$ cat config.mk
export PLATFORM = sky130hd
export DESIGN_NAME = separator
export DESIGN_NICKNAME = d
export VERILOG_FILES = /design/src/rtl/separator.sv
export SDC_FILE = /design/constraint.sdc
export NUM_CORES = 1
export LEC_CHECK = 0
export ABC_AREA = 1
export BUFFER_PORTS_ARGS = -buffer_cell sky130_fd_sc_hd__buf_2
export CAP_MARGIN = 40
export CORE_MARGIN = 2
export CORE_UTILIZATION = 50
export CTS_CLUSTER_DIAMETER = 60
export CTS_CLUSTER_SIZE = 30
export DETAILED_ROUTE_END_ITERATION = 12
export GPL_TIMING_DRIVEN = 1
export PLACE_DENSITY_LB_ADDON = 0.15
export RECOVER_POWER = 100
export SYNTH_ARGS = -nofsm -noshare
export SYNTH_HDL_FRONTEND = slang
export SYNTH_SLANG_ARGS = --single-unit
$ cat constraint.sdc
create_clock -name iCLK -period 1.9 [get_ports iCLK]
set_clock_uncertainty 0.15 [all_clocks]
set_input_delay 0.38 -clock iCLK [delete_from_list [all_inputs] [get_ports iCLK]]
set_output_delay 0.38 -clock iCLK [all_outputs]
set_load 0.01 [all_outputs]
$ cat src/rtl/separator.sv
// Splits one valid/ready stream into two independent streams through one-entry slots.
// Latency 1 cycle; input stalls whenever either slot cannot take a new word this cycle.
module separator #(
  parameter int    WIDTH0 = 32,
  parameter int    WIDTH1 = 32,
  parameter string BURST  = "yes"
) (
  input  logic                     iCLK,
  input  logic                     iRST,
  input  logic                     iValid_AM,
  output logic                     oReady_AM,
  input  logic [WIDTH1+WIDTH0-1:0] iData_AM,
  output logic                     oValid_BM0,
  input  logic                     iReady_BM0,
  output logic [WIDTH0-1:0]        oData_BM0,
  output logic                     oValid_BM1,
  input  logic                     iReady_BM1,
  output logic [WIDTH1-1:0]        oData_BM1
);

  localparam bit BurstEn = (BURST == "yes");

  logic              full0_q, full0_d;
  logic              full1_q, full1_d;
  logic [WIDTH0-1:0] data0_q, data0_d;
  logic [WIDTH1-1:0] data1_q, data1_d;

  logic can_load0, can_load1;
  logic drain0, drain1;
  logic accept;

  assign drain0 = full0_q && iReady_BM0;
  assign drain1 = full1_q && iReady_BM1;

  // In burst mode a draining slot frees up in the same edge, so it may reload.
  assign can_load0 = BurstEn ? (!full0_q || iReady_BM0) : !full0_q;
  assign can_load1 = BurstEn ? (!full1_q || iReady_BM1) : !full1_q;

  assign oReady_AM = can_load0 && can_load1 && !iRST;
  assign accept    = iValid_AM && oReady_AM;

  always_comb begin
    full0_d = full0_q;
    full1_d = full1_q;
    data0_d = data0_q;
    data1_d = data1_q;
    if (accept) begin
      full0_d = 1'b1;
      full1_d = 1'b1;
      data0_d = iData_AM[WIDTH1+WIDTH0-1:WIDTH1];
      data1_d = iData_AM[WIDTH1-1:0];
    end else begin
      if (drain0) full0_d = 1'b0;
      if (drain1) full1_d = 1'b0;
    end
  end

  always_ff @(posedge iCLK) begin
    if (iRST) begin
      full0_q <= 1'b0;
      full1_q <= 1'b0;
      data0_q <= '0;
      data1_q <= '0;
    end else begin
      full0_q <= full0_d;
      full1_q <= full1_d;
      data0_q <= data0_d;
      data1_q <= data1_d;
    end
  end

  assign oValid_BM0 = full0_q;
  assign oValid_BM1 = full1_q;
  assign oData_BM0  = data0_q;
  assign oData_BM1  = data1_q;

endmodule

## After elaboration in Yosys (flattened, before gate mapping)

Index checks and enable logic that the tools add are counted.

| storage, ports and cells | value |
|---|---|
| bits in registers | 66 |
| bits of input ports | 69 |
| output and inout bits | 67 |
| logic and storage cells | 20 |

| cells by class | value |
|---|---|
| multiplexer cells | 4 |
| reduce and logical (&&, ||, !) cells | 12 |

Operator list:

| kind | number |
|---|---|
| $logic_and 1x1->1 | 5 |
| $mux 1 | 4 |
| $reduce_bool 2->1 | 2 |
| $logic_not 1->1 | 3 |
| $logic_or 1x1->1 | 2 |

## Longest topological paths before layout

Gate-level depths: netlist of run 1.

| depth | value |
|---|---|
| word-level depth | 6 |
| depth in mapped cells | 7 |
| depth with buffers taken out | 6 |

## Least setup slack after synthesis of run 1

OpenSTA, ideal clock, no wires.

| timing | value |
|---|---|
| path type | input to register |
| start point | input iReady_BM1 |
| end point | register data0_q[24] (netlist: oData_BM0[24]) |
| library setup time | 0.113 ns |
| arrival | 1.027 ns |
| data required time | 1.637 ns |
| slack | 0.611 ns |
| cell stages on the path | 7 |
| buffers on the path | 2 |
| cells stage by stage | inv_2 nand2_1 buf_2 buf_2 nand4_1 nand2_1 nor2_1 |

| between the ends | value |
|---|---|
| cells in the longest elaborated chain, start to end | 4 |

RTL lines:

| what | line | source |
|---|---|---|
| from (decl) | 17 | `input logic iReady_BM1,` |
| $logic_or 1x1->1 | 37 | `assign can_load1 = BurstEn ? (!full1_q \|\| iReady_BM1) : !full1_q;` |
| $logic_and 1x1->1 (2 in a row) | 39 | `assign oReady_AM = can_load0 && can_load1 && !iRST;` |
| $logic_and 1x1->1 | 40 | `assign accept = iValid_AM && oReady_AM;` |
| to (signal assigned) | 67 | `data0_q <= data0_d;` |
| to (decl) | 25 | `logic [WIDTH0-1:0] data0_q, data0_d;` |

Every way passes these cells.
A chain may end at the register's enable or synchronous reset.

## Final worst setup path of run 1

| timing | value |
|---|---|
| start point | register full0_q (netlist: oValid_BM0) |
| end point | output oReady_AM |

| between the ends | value |
|---|---|
| cells in the longest elaborated chain, start to end | 4 |

RTL lines:

| what | line | source |
|---|---|---|
| from (decl) | 23 | `logic full0_q, full0_d;` |
| from (signal assigned) | 65 | `full0_q <= full0_d;` |
| $logic_not 1->1 | n/a |  |
| $logic_or 1x1->1 | 36 | `assign can_load0 = BurstEn ? (!full0_q \|\| iReady_BM0) : !full0_q;` |
| $logic_and 1x1->1 (2 in a row) | 39 |  |
| to (decl) | 11 | `output logic oReady_AM,` |

Every way passes these cells.

==> qor.csv, run 1 <==
metric,value,unit
GR Overflow Total,0,
Critical R2R Launch,oValid_BM0,
#FFs+latches synth,66,
endpoints failing hold,0,
# IOs,136,
most frequent cells in the layout,"nor2_1, clkbuf_1, buf_2",
post-CTS setup buffer count,0,
drt first pass iters,4,
Area growth syn-to-layout,25.18,%
Initial DRC Count,158,
Post-DP HPWL,4799,um
CP Data Arrival Time,1.21,ns
worst hold path endpoint,oValid_BM0,
overall power,3094,uW
Hold Path Depth,2,
sequential element share of the synthesized area,0.4446,
Tcrit/Tclk final,0.9151,
GRT Total Usage,0.2254,
reg-to-reg critical path endpoint,oData_BM1[24],
final setup violation count,0,
initial antenna violation count,0,
"most common cell after layout, fill and taps aside",nor2_1,
Syn Area/Cell,6.879,um^2
TNS Setup,0,ns
H-tree levels,3,
PortBufs,135,
Achievable Freq,575.2,MHz
Synth Cell Area,2972,um^2
count of hold-fix buffers inserted at cts,0,
antenna diode count,0,
CP startpoint,oValid_BM0,
Crit Path Max Fanout,3,
num rows,28,
Worst-Margin Slew,0.7555,ns
DRC,0,
Post-Synthesis Cells,432,
Slew Limit Fails,0,
M1 GR Usage,0.2778,
global-route wire length before repair,11520,um
final WL,7412,um
min Tclk post-route,1.739,ns
Top Usage Layer GRT,met2,
"top cells by area, synth","dfxtp_1, nor2_1, nand4_1, nand2_1, inv_1",
outcome,"complete, no violations",
"Reg clk slew, reported paths",0.06,ns
Mapped Nets,501,
Hold Path Origin,iRST,
Ys Warns,0,
Die W,81.09,um
largest area contributor in the netlist,dfxtp_1,
GRT met3 Usage,0.07444,
# clock sinks,66,
HP Class,input pin to flip-flop,
Layout Utilization,0.6396,
"antenna viol nets, final",0,
Synth top area share,0.4446,
die height,81.09,um
Core Region,5816,um^2
max_slew headroom,0.4963,
maximum vdd drop,0.4283,mV
Die Area,6576,um^2
Root Driver,clkbuf_8,
Max clock buf depth,2,
TritonCTS buffer count,9,
Crit Path Class,flip-flop to output pin,
Synth cell types,15,
Leakage,0.001928,uW
share of layout cells above drive strength 1,0.1753,
DR vias/cell,4.811,
RSZ-0062 raised after global routing,no,
gpl congestion,0.7651,
max-cap violation count,0,
Worst R2R Setup Slack,0.28,ns
Starting Density,0.5110,
Crit path required time,1.37,ns
CTS tree,done,
largest net degree at the start of global routing,65,
Worst setup EP type,output pin,
vias,3050,
vias in the first global route,2631,
M2 GR Usage,0.3636,
clock latency on the worst-skew pair,0.34,ns
Worst Reg-to-Reg Cells,5,
Critical Path Start Type,flip-flop,
fin nets,623,
post-DR wirelength/cell,11.69,um
post-cts sizing count,0,
PwrDens,831.8,nW/um^2
## where the power goes
| group | switching [uW] | internal, uW |
|---|---|---|
| clock network | 511 | 504 |
| logic | 333 | 213 |
| registers | 50.0 | 1480 |
## layer usage
layer / vias to the layer above / routed length (um)
li1: 1579 / -
met1: 1358 / 3394
met2: 102 / 3343
met3: 11 / 575
met4: 0 / 99
met5: - / 0
## worst max path at each step
stage	endpoint	cells after the start	slack (ns)
2_1_floorplan	oData_BM0[24]	7	0.61
3_3_place_gp	oData_BM1[12]	6	0.39
3_5_place_dp	oData_BM1[12]	6	0.36
4_1_cts	oReady_AM	4	0.16
5_1_grt	oReady_AM	4	0.08
6_report	oReady_AM	4	0.16
## cell usage after synthesis
| master | n |
|---|---|
| a21oi_1 | 2 |
| a21oi_4 | 1 |
| buf_1 | 1 |
| buf_2 | 25 |
| buf_6 | 6 |
| clkbuf_1 | 1 |
| dfxtp_1 | 66 |
| inv_1 | 65 |
| inv_2 | 4 |
| nand2_1 | 66 |
| nand2_2 | 1 |
| nand3_2 | 1 |
| nand4_1 | 64 |
| nor2_1 | 128 |
| nor2_8 | 1 |
## state kept, by name (all words and copies together), names as in the netlist
name	count
oData_BM1	32
oData_BM0	32
oValid_BM1	1
oValid_BM0	1
## critical path, cell delays in order (launching register included)
cell	delay [ns]
dfxtp_1	0.41
nand2_1	0.11
nand3_2	0.15
inv_1	0.07
buf_2	0.14
## logic make-up after synthesis
family | after synthesis | synth area share
AND/OR/NAND/NOR | 261 | 0.3920
flip-flops | 66 | 0.4446
buffers and inverters | 102 | 0.1545
AO/OA/AOI/OAI | 3 | 0.008844
## layout make-up
cell class                 count  area (um^2)
fill                         605         2096
timing repair buffer         144        693.2
inverter                      69        259.0
clock buffer                  13        148.9
tap                           75        93.84
sequential                    66         1321
clock inverter                 3        15.01
multi-input combinational    264         1189
## metrics by stage
| stage | hold slack [ns] | setup slack [ns] | std cells | cell area (um^2) |
|---|---|---|---|---|
| 2_1_floorplan | 0.2991 | 0.6107 | 432 | 2972 |
| 3_3_place_gp | 0.3064 | 0.3883 | 618 | 3649 |
| 3_5_place_dp | 0.3175 | 0.3593 | 618 | 3649 |
| 4_1_cts | 0.1220 | 0.1588 | 634 | 3812 |
| 5_1_grt | 0.1401 | 0.07813 | 634 | 3720 |
| 6_report | 0.1367 | 0.1614 | 634 | 3720 |
Power figures use the tool's default switching activity.
==> inputs of run 2 (changes only) <==
--- a/config.mk
+++ b/config.mk
@@ -11,11 +11,11 @@
 export CORE_MARGIN = 2
 export CORE_UTILIZATION = 50
 export CTS_CLUSTER_DIAMETER = 60
-export CTS_CLUSTER_SIZE = 30
 export DETAILED_ROUTE_END_ITERATION = 12
 export GPL_TIMING_DRIVEN = 1
 export PLACE_DENSITY_LB_ADDON = 0.15
 export RECOVER_POWER = 100
+export REMOVE_ABC_BUFFERS = 1
 export SYNTH_ARGS = -nofsm -noshare
 export SYNTH_HDL_FRONTEND = slang
 export SYNTH_SLANG_ARGS = --single-unit
==> run 2 against run 1 <==
  * Critical path depth stayed put
  * Fmax is 2.5% higher
  * First-iteration DRC count down 5.7%
  * Sequential share of layout area grew 0.20 points
  * Critical endpoint unchanged
  * Largest power group unchanged
==> qor.csv, run 2 (synthesis results as in run 1) <==
metric,value,unit,change
outcome,"complete, no violations",,
pre-CTS setup slack,0.3497,ns,-0.009561 ns
Achievable Freq,589.3,MHz,+2.5%
final setup violation count,0,,unchanged
Initial DRC Count,149,,-5.7%
largest net degree at the start of global routing,65,,unchanged
CP Data Arrival Time,1.17,ns,-0.04 ns
GR Overflow Total,0,,unchanged
Tcrit/Tclk final,0.8931,,-0.02193
# IOs,136,,unchanged
HP Class,input pin to flip-flop,,
H-tree levels,3,,unchanged
Root Driver,clkbuf_8,,
maximum vdd drop,0.5431,mV,+27%
# clock sinks,66,,unchanged
Layout Cells excl Fill,632,,-0.32%
filler instances,604,,-0.17%
RSZ-0062 raised after global routing,no,,
PortBufs,135,,unchanged
Core Region,5816,um^2,unchanged
Max clock buf depth,2,,unchanged
clock latency on the worst-skew pair,0.33,ns,about the same
Final Cell Area,3699,um^2,-0.57%
vias in the first global route,2729,,+3.7%
DRC,0,,unchanged
Post-DP HPWL,4669,um,-2.7%
Final WS setup,0.2031,ns,+0.04166 ns
Critical Path Start Type,flip-flop,,
Worst path slowest cell,dfxtp_1,,
Worst-Margin Slew,0.6656,ns,-0.08996 ns
Starting Density,0.5110,,unchanged
initial antenna violation count,0,,unchanged
GRT Total Usage,0.2316,,+0.006212
Crit Path Max Fanout,3,,unchanged
max-cap violation count,0,,unchanged
drt first pass iters,4,,unchanged
"most common cell after layout, fill and taps aside",nor2_1,,
area of the multi-input gates,1194,um^2,+0.42%
Storage cell area,1321,um^2,unchanged
Worst setup EP type,output pin,,
post-CTS setup buffer count,0,,unchanged
"Reg clk slew, reported paths",0.07,ns,about the same
PwrDens,830.7,nW/um^2,-0.13%
gpl congestion,0.7609,,-0.55%
Die W,81.09,um,unchanged
Area growth syn-to-layout,24.46,%,
placed cell areas,3633,um^2,-0.41%
placed insts,616,,-0.32%
Crit Path Class,flip-flop to output pin,,
TritonCTS buffer count,9,,unchanged
antenna diode count,0,,unchanged
Slew Limit Fails,0,,unchanged
die height,81.09,um,unchanged
post-cts sizing count,0,,unchanged
CTS tree,done,,
share of layout cells above drive strength 1,0.1741,,-0.001166
global-route wire length before repair,11840,um,+2.8%
vias,3063,,+0.43%
Die Area,6576,um^2,unchanged
min Tclk post-route,1.697,ns,-0.04166 ns
DR vias/cell,4.847,,+0.74%
"antenna viol nets, final",0,,unchanged
num rows,28,,unchanged
worst path cell trace,"nand2_2, nand3_2, inv_1, clkbuf_1",,
count of hold-fix buffers inserted at cts,0,,unchanged
Crit path required time,1.37,ns,about the same
final WL,7334,um,-1.1%
fin nets,621,,-0.32%
most frequent cells in the layout,"nor2_1, clkbuf_1, buf_2",,
"slowest stage delay, CP",0.35,ns,-0.06 ns
endpoints failing hold,0,,unchanged
max_slew headroom,0.5563,,+0.05997
Leakage,0.001913,uW,-0.76%
post-DR wirelength/cell,11.60,um,-0.74%
[run 2: cell count changes in the layout (fill, tap and decap cells not counted)]
| cell | delta |
|---|---|
| nand2_1 | -2 |
| nand2_2 | +2 |
| buf_12 | -1 |
| buf_2 | -1 |
| clkbuf_1 | +1 |
| clkbuf_2 | -1 |
[run 2: critical path, delay by kind of cell, from the launching register on]
family	cells	cell delay, ns
buf+inv	2	0.26
flops	1	0.35
simple gates	2	0.23
[run 2: power by group]
group	switching, uW	leakage, uW	total [uW]	internal (uW)
clock	496	0.0000872	1000	504
sequential	53.0	0.000544	1540	1480
combinational	329	0.00128	536	207
total	877	0.00191	3070	2200
[run 2: layout make-up]
cell class	count	area share
clock buffer	13	0.04026
clock inverter	3	0.004060
inverter	69	0.07003
multi-input combinational	264	0.3227
sequential	66	0.3572
tap	75	0.02537
timing repair buffer	142	0.1803
[run 2: metal layers]
layer	global-route usage	share of wire
met1	0.2768	0.44
met2	0.3975	0.47
met5	0	0
met4	0.1085	0.018
met3	0.04778	0.076
[run 2: through the flow]
stage	setup TNS [ns]	hold slack [ns]	total power, uW	utilization
global route	0	0.1368	3250	0.6360
floorplan	-49.50	0.2991	1863	-
detailed placement	0	0.3165	2134	0.6248
CTS	0	0.1255	3134	0.6530
global placement	0	0.3078	2121	0.6248
finish	0	0.1392	3073	0.6360
[run 2: worst paths after layout]
check                startpoint            end  slack (ns)  depth (start not counted)
setup reg to reg     oValid_BM0   oData_BM0[9]        0.24                          6
setup / recovery     oValid_BM0      oReady_AM        0.20                          4
hold reg to reg   oData_BM1[13]  oData_BM1[13]        0.33                          2
hold / removal             iRST     oValid_BM0        0.14                          2
==> inputs of run 3 (changes only) <==
--- a/config.mk
+++ b/config.mk
@@ -9,10 +9,11 @@
 export BUFFER_PORTS_ARGS = -buffer_cell sky130_fd_sc_hd__buf_2
 export CAP_MARGIN = 40
 export CORE_MARGIN = 2
-export CORE_UTILIZATION = 50
+export CORE_UTILIZATION = 40
 export CTS_CLUSTER_DIAMETER = 60
 export DETAILED_ROUTE_END_ITERATION = 12
 export GPL_TIMING_DRIVEN = 1
+export HOLD_SLACK_MARGIN = 0.05
 export PLACE_DENSITY_LB_ADDON = 0.15
 export RECOVER_POWER = 100
 export REMOVE_ABC_BUFFERS = 1
==> run 3 against run 2 <==
  * Global-route usage shrank 4.7 points
  * Non-clock buffer count rose by 1
  * Clock-buffer cell count fell by 1
  * Highest routed layer unchanged
  * Core utilization shrank 11 points
  * Worst hold slack got worse by 0.032 ns
  * Power is 4.4% higher
==> qor.csv, run 3 (synthesis results as in run 1) <==
metric,value,unit,change
outcome,"complete, no violations",,
Post-DP HPWL,4874,um,+4.4%
DR vias/cell,4.660,,-3.8%
Crit Path Class,flip-flop to output pin,,
"most common cell after layout, fill and taps aside",nor2_1,,
Die W,90.19,um,+11%
placed cell areas,3671,um^2,+1.0%
Max clock buf depth,2,,unchanged
worst path cell trace,"nand2_1, nand3_2, inv_1, clkbuf_1",,
Critical R2R Launch,oValid_BM0,,
Starting Density,0.4119,,-0.09908
HP Class,input pin to flip-flop,,
CP startpoint,oValid_BM0,,
fin nets,622,,+0.16%
H-tree levels,3,,unchanged
# IOs,136,,unchanged
P_sw,881.3,uW,+0.45%
endpoints failing hold,0,,unchanged
power share of the clock group,0.353,,+0.028
initial antenna violation count,0,,unchanged
clock latency on the worst-skew pair,0.32,ns,about the same
CTS tree,done,,
post-cts sizing count,0,,unchanged
max-cap violation count,0,,unchanged
Worst R2R Setup Slack,0.46,ns,+0.22 ns
Crit path required time,1.37,ns,about the same
min Tclk post-route,1.669,ns,-0.02794 ns
die height,90.19,um,+11%
CP Data Arrival Time,1.14,ns,-0.03 ns
Root Driver,clkbuf_8,,
Initial DRC Count,150,,+0.67%
# clock sinks,66,,unchanged
antenna diode count,0,,unchanged
WHS,0.1070,ns,-0.03217 ns
post-CTS setup buffer count,0,,unchanged
PortBufs,135,,unchanged
count of hold-fix buffers inserted at cts,0,,unchanged
internal power,2327,uW,+6.0%
share of layout cells above drive strength 1,0.1724,,-0.001795
Net Sw Frac,0.2747,,-0.01085
"Reg clk slew, reported paths",0.07,ns,about the same
worst hold path endpoint,oValid_BM1,,
Slew Limit Fails,0,,unchanged
GRT Total Usage,0.1845,,-0.04711
Hold Path Depth,2,,unchanged
max_slew headroom,0.5578,,+0.001551
final setup violation count,0,,unchanged
Worst-Margin Slew,0.6632,ns,-0.002326 ns
Leakage,0.001928,uW,+0.78%
Core Region,7214,um^2,+24%
drt first pass iters,4,,unchanged
combinational power share,0.169,,-0.005
Critical Path Start Type,flip-flop,,
reg-to-reg critical path endpoint,oData_BM1[9],,
sequential power share,0.478,,-0.022
Worst setup EP type,output pin,,
Die Area,8134,um^2,+24%
RSZ-0062 raised after global routing,no,,
placed insts,641,,+4.1%
largest net degree at the start of global routing,65,,unchanged
TritonCTS buffer count,9,,unchanged
vias,3057,,-0.20%
"slowest stage delay, CP",0.32,ns,-0.03 ns
vias in the first global route,2723,,-0.22%
Layout Cells excl Fill,656,,+3.8%
DRC,0,,unchanged
PwrDens,853.6,nW/um^2,+2.7%
Worst Reg-to-Reg Cells,6,,unchanged
Achievable Freq,599.2,MHz,+1.7%
filler instances,796,,+32%
post-DR wirelength/cell,11.50,um,-0.93%
gpl congestion,0.7055,,-7.3%
Area growth syn-to-layout,26.48,%,
"antenna viol nets, final",0,,unchanged
most frequent cells in the layout,"nor2_1, clkbuf_1, buf_2",,
GR Overflow Total,0,,unchanged
num rows,31,,+11%
global-route wire length before repair,12480,um,+5.4%
Buffers & Inverters on Critical Path,2,,unchanged
overall power,3208,uW,+4.4%
Hold Path Origin,iRST,,
final WL,7542,um,+2.8%
family with the most delay on the worst path,flip-flops,,
Tcrit/Tclk final,0.8784,,-0.01470
maximum vdd drop,0.4171,mV,-23%
Final Cell Area,3759,um^2,+1.6%
Crit Path Max Fanout,3,,unchanged
Worst path slowest cell,dfxtp_1,,
-- run 3: cell types whose count changed in the layout (fill, tap and decap cells not counted), sizes merged --
cell,change
bufinv,+1
buf,+2
clkinv,-1
clkbuf,-2
-- run 3: cell type report --
type	count	area [um^2]	share of cell area
clock buffers	12	145.1	0.03862
inverters	69	259.0	0.06891
multi-input cells	264	1180	0.3139
well taps	99	123.9	0.03296
clock inverters	3	40.04	0.01065
repair buffers	143	689.4	0.1834
flip-flops and latches	66	1321	0.3515
-- run 3: worst max-delay path by stage --
stage / to / slack (ns) / depth (start not counted)
after floorplan: oData_BM0[0] / -0.75 / 6
after global placement: oData_BM0[29] / 0.35 / 5
after detailed placement: oData_BM1[4] / 0.30 / 5
after CTS: oReady_AM / 0.18 / 4
after global routing: oReady_AM / 0.17 / 4
final: oReady_AM / 0.23 / 4
-- run 3: layer usage --
metal | vias to the layer above | routed length [um] | GRT usage
met1 | 1357 | 3480 | 0.2351
met5 | - | 0 | 0
met2 | 114 | 3387 | 0.3001
met4 | 0 | 72 | 0.05513
li1 | 1579 | - | -
met3 | 7 | 600 | 0.05784
-- run 3: per-stage QoR --
step	setup TNS, ns	utilization	setup slack [ns]
after global routing	0	0.5210	0.1736
after CTS	0	0.5345	0.1809
final	0	0.5210	0.2310
after global placement	0	0.5088	0.3456
after detailed placement	0	0.5088	0.3040
after floorplan	-49.50	-	-0.7514
-- run 3: power by group through the flow --
| stage | clock, uW | combinational (uW) | sequential (uW) |
|---|---|---|---|
| after floorplan | 0 | 253 | 1610 |
| after global placement | 0 | 567 | 1560 |
| after detailed placement | 0 | 573 | 1570 |
| after CTS | 1180 | 575 | 1530 |
| after global routing | 1240 | 614 | 1550 |
| final | 1130 | 541 | 1540 |
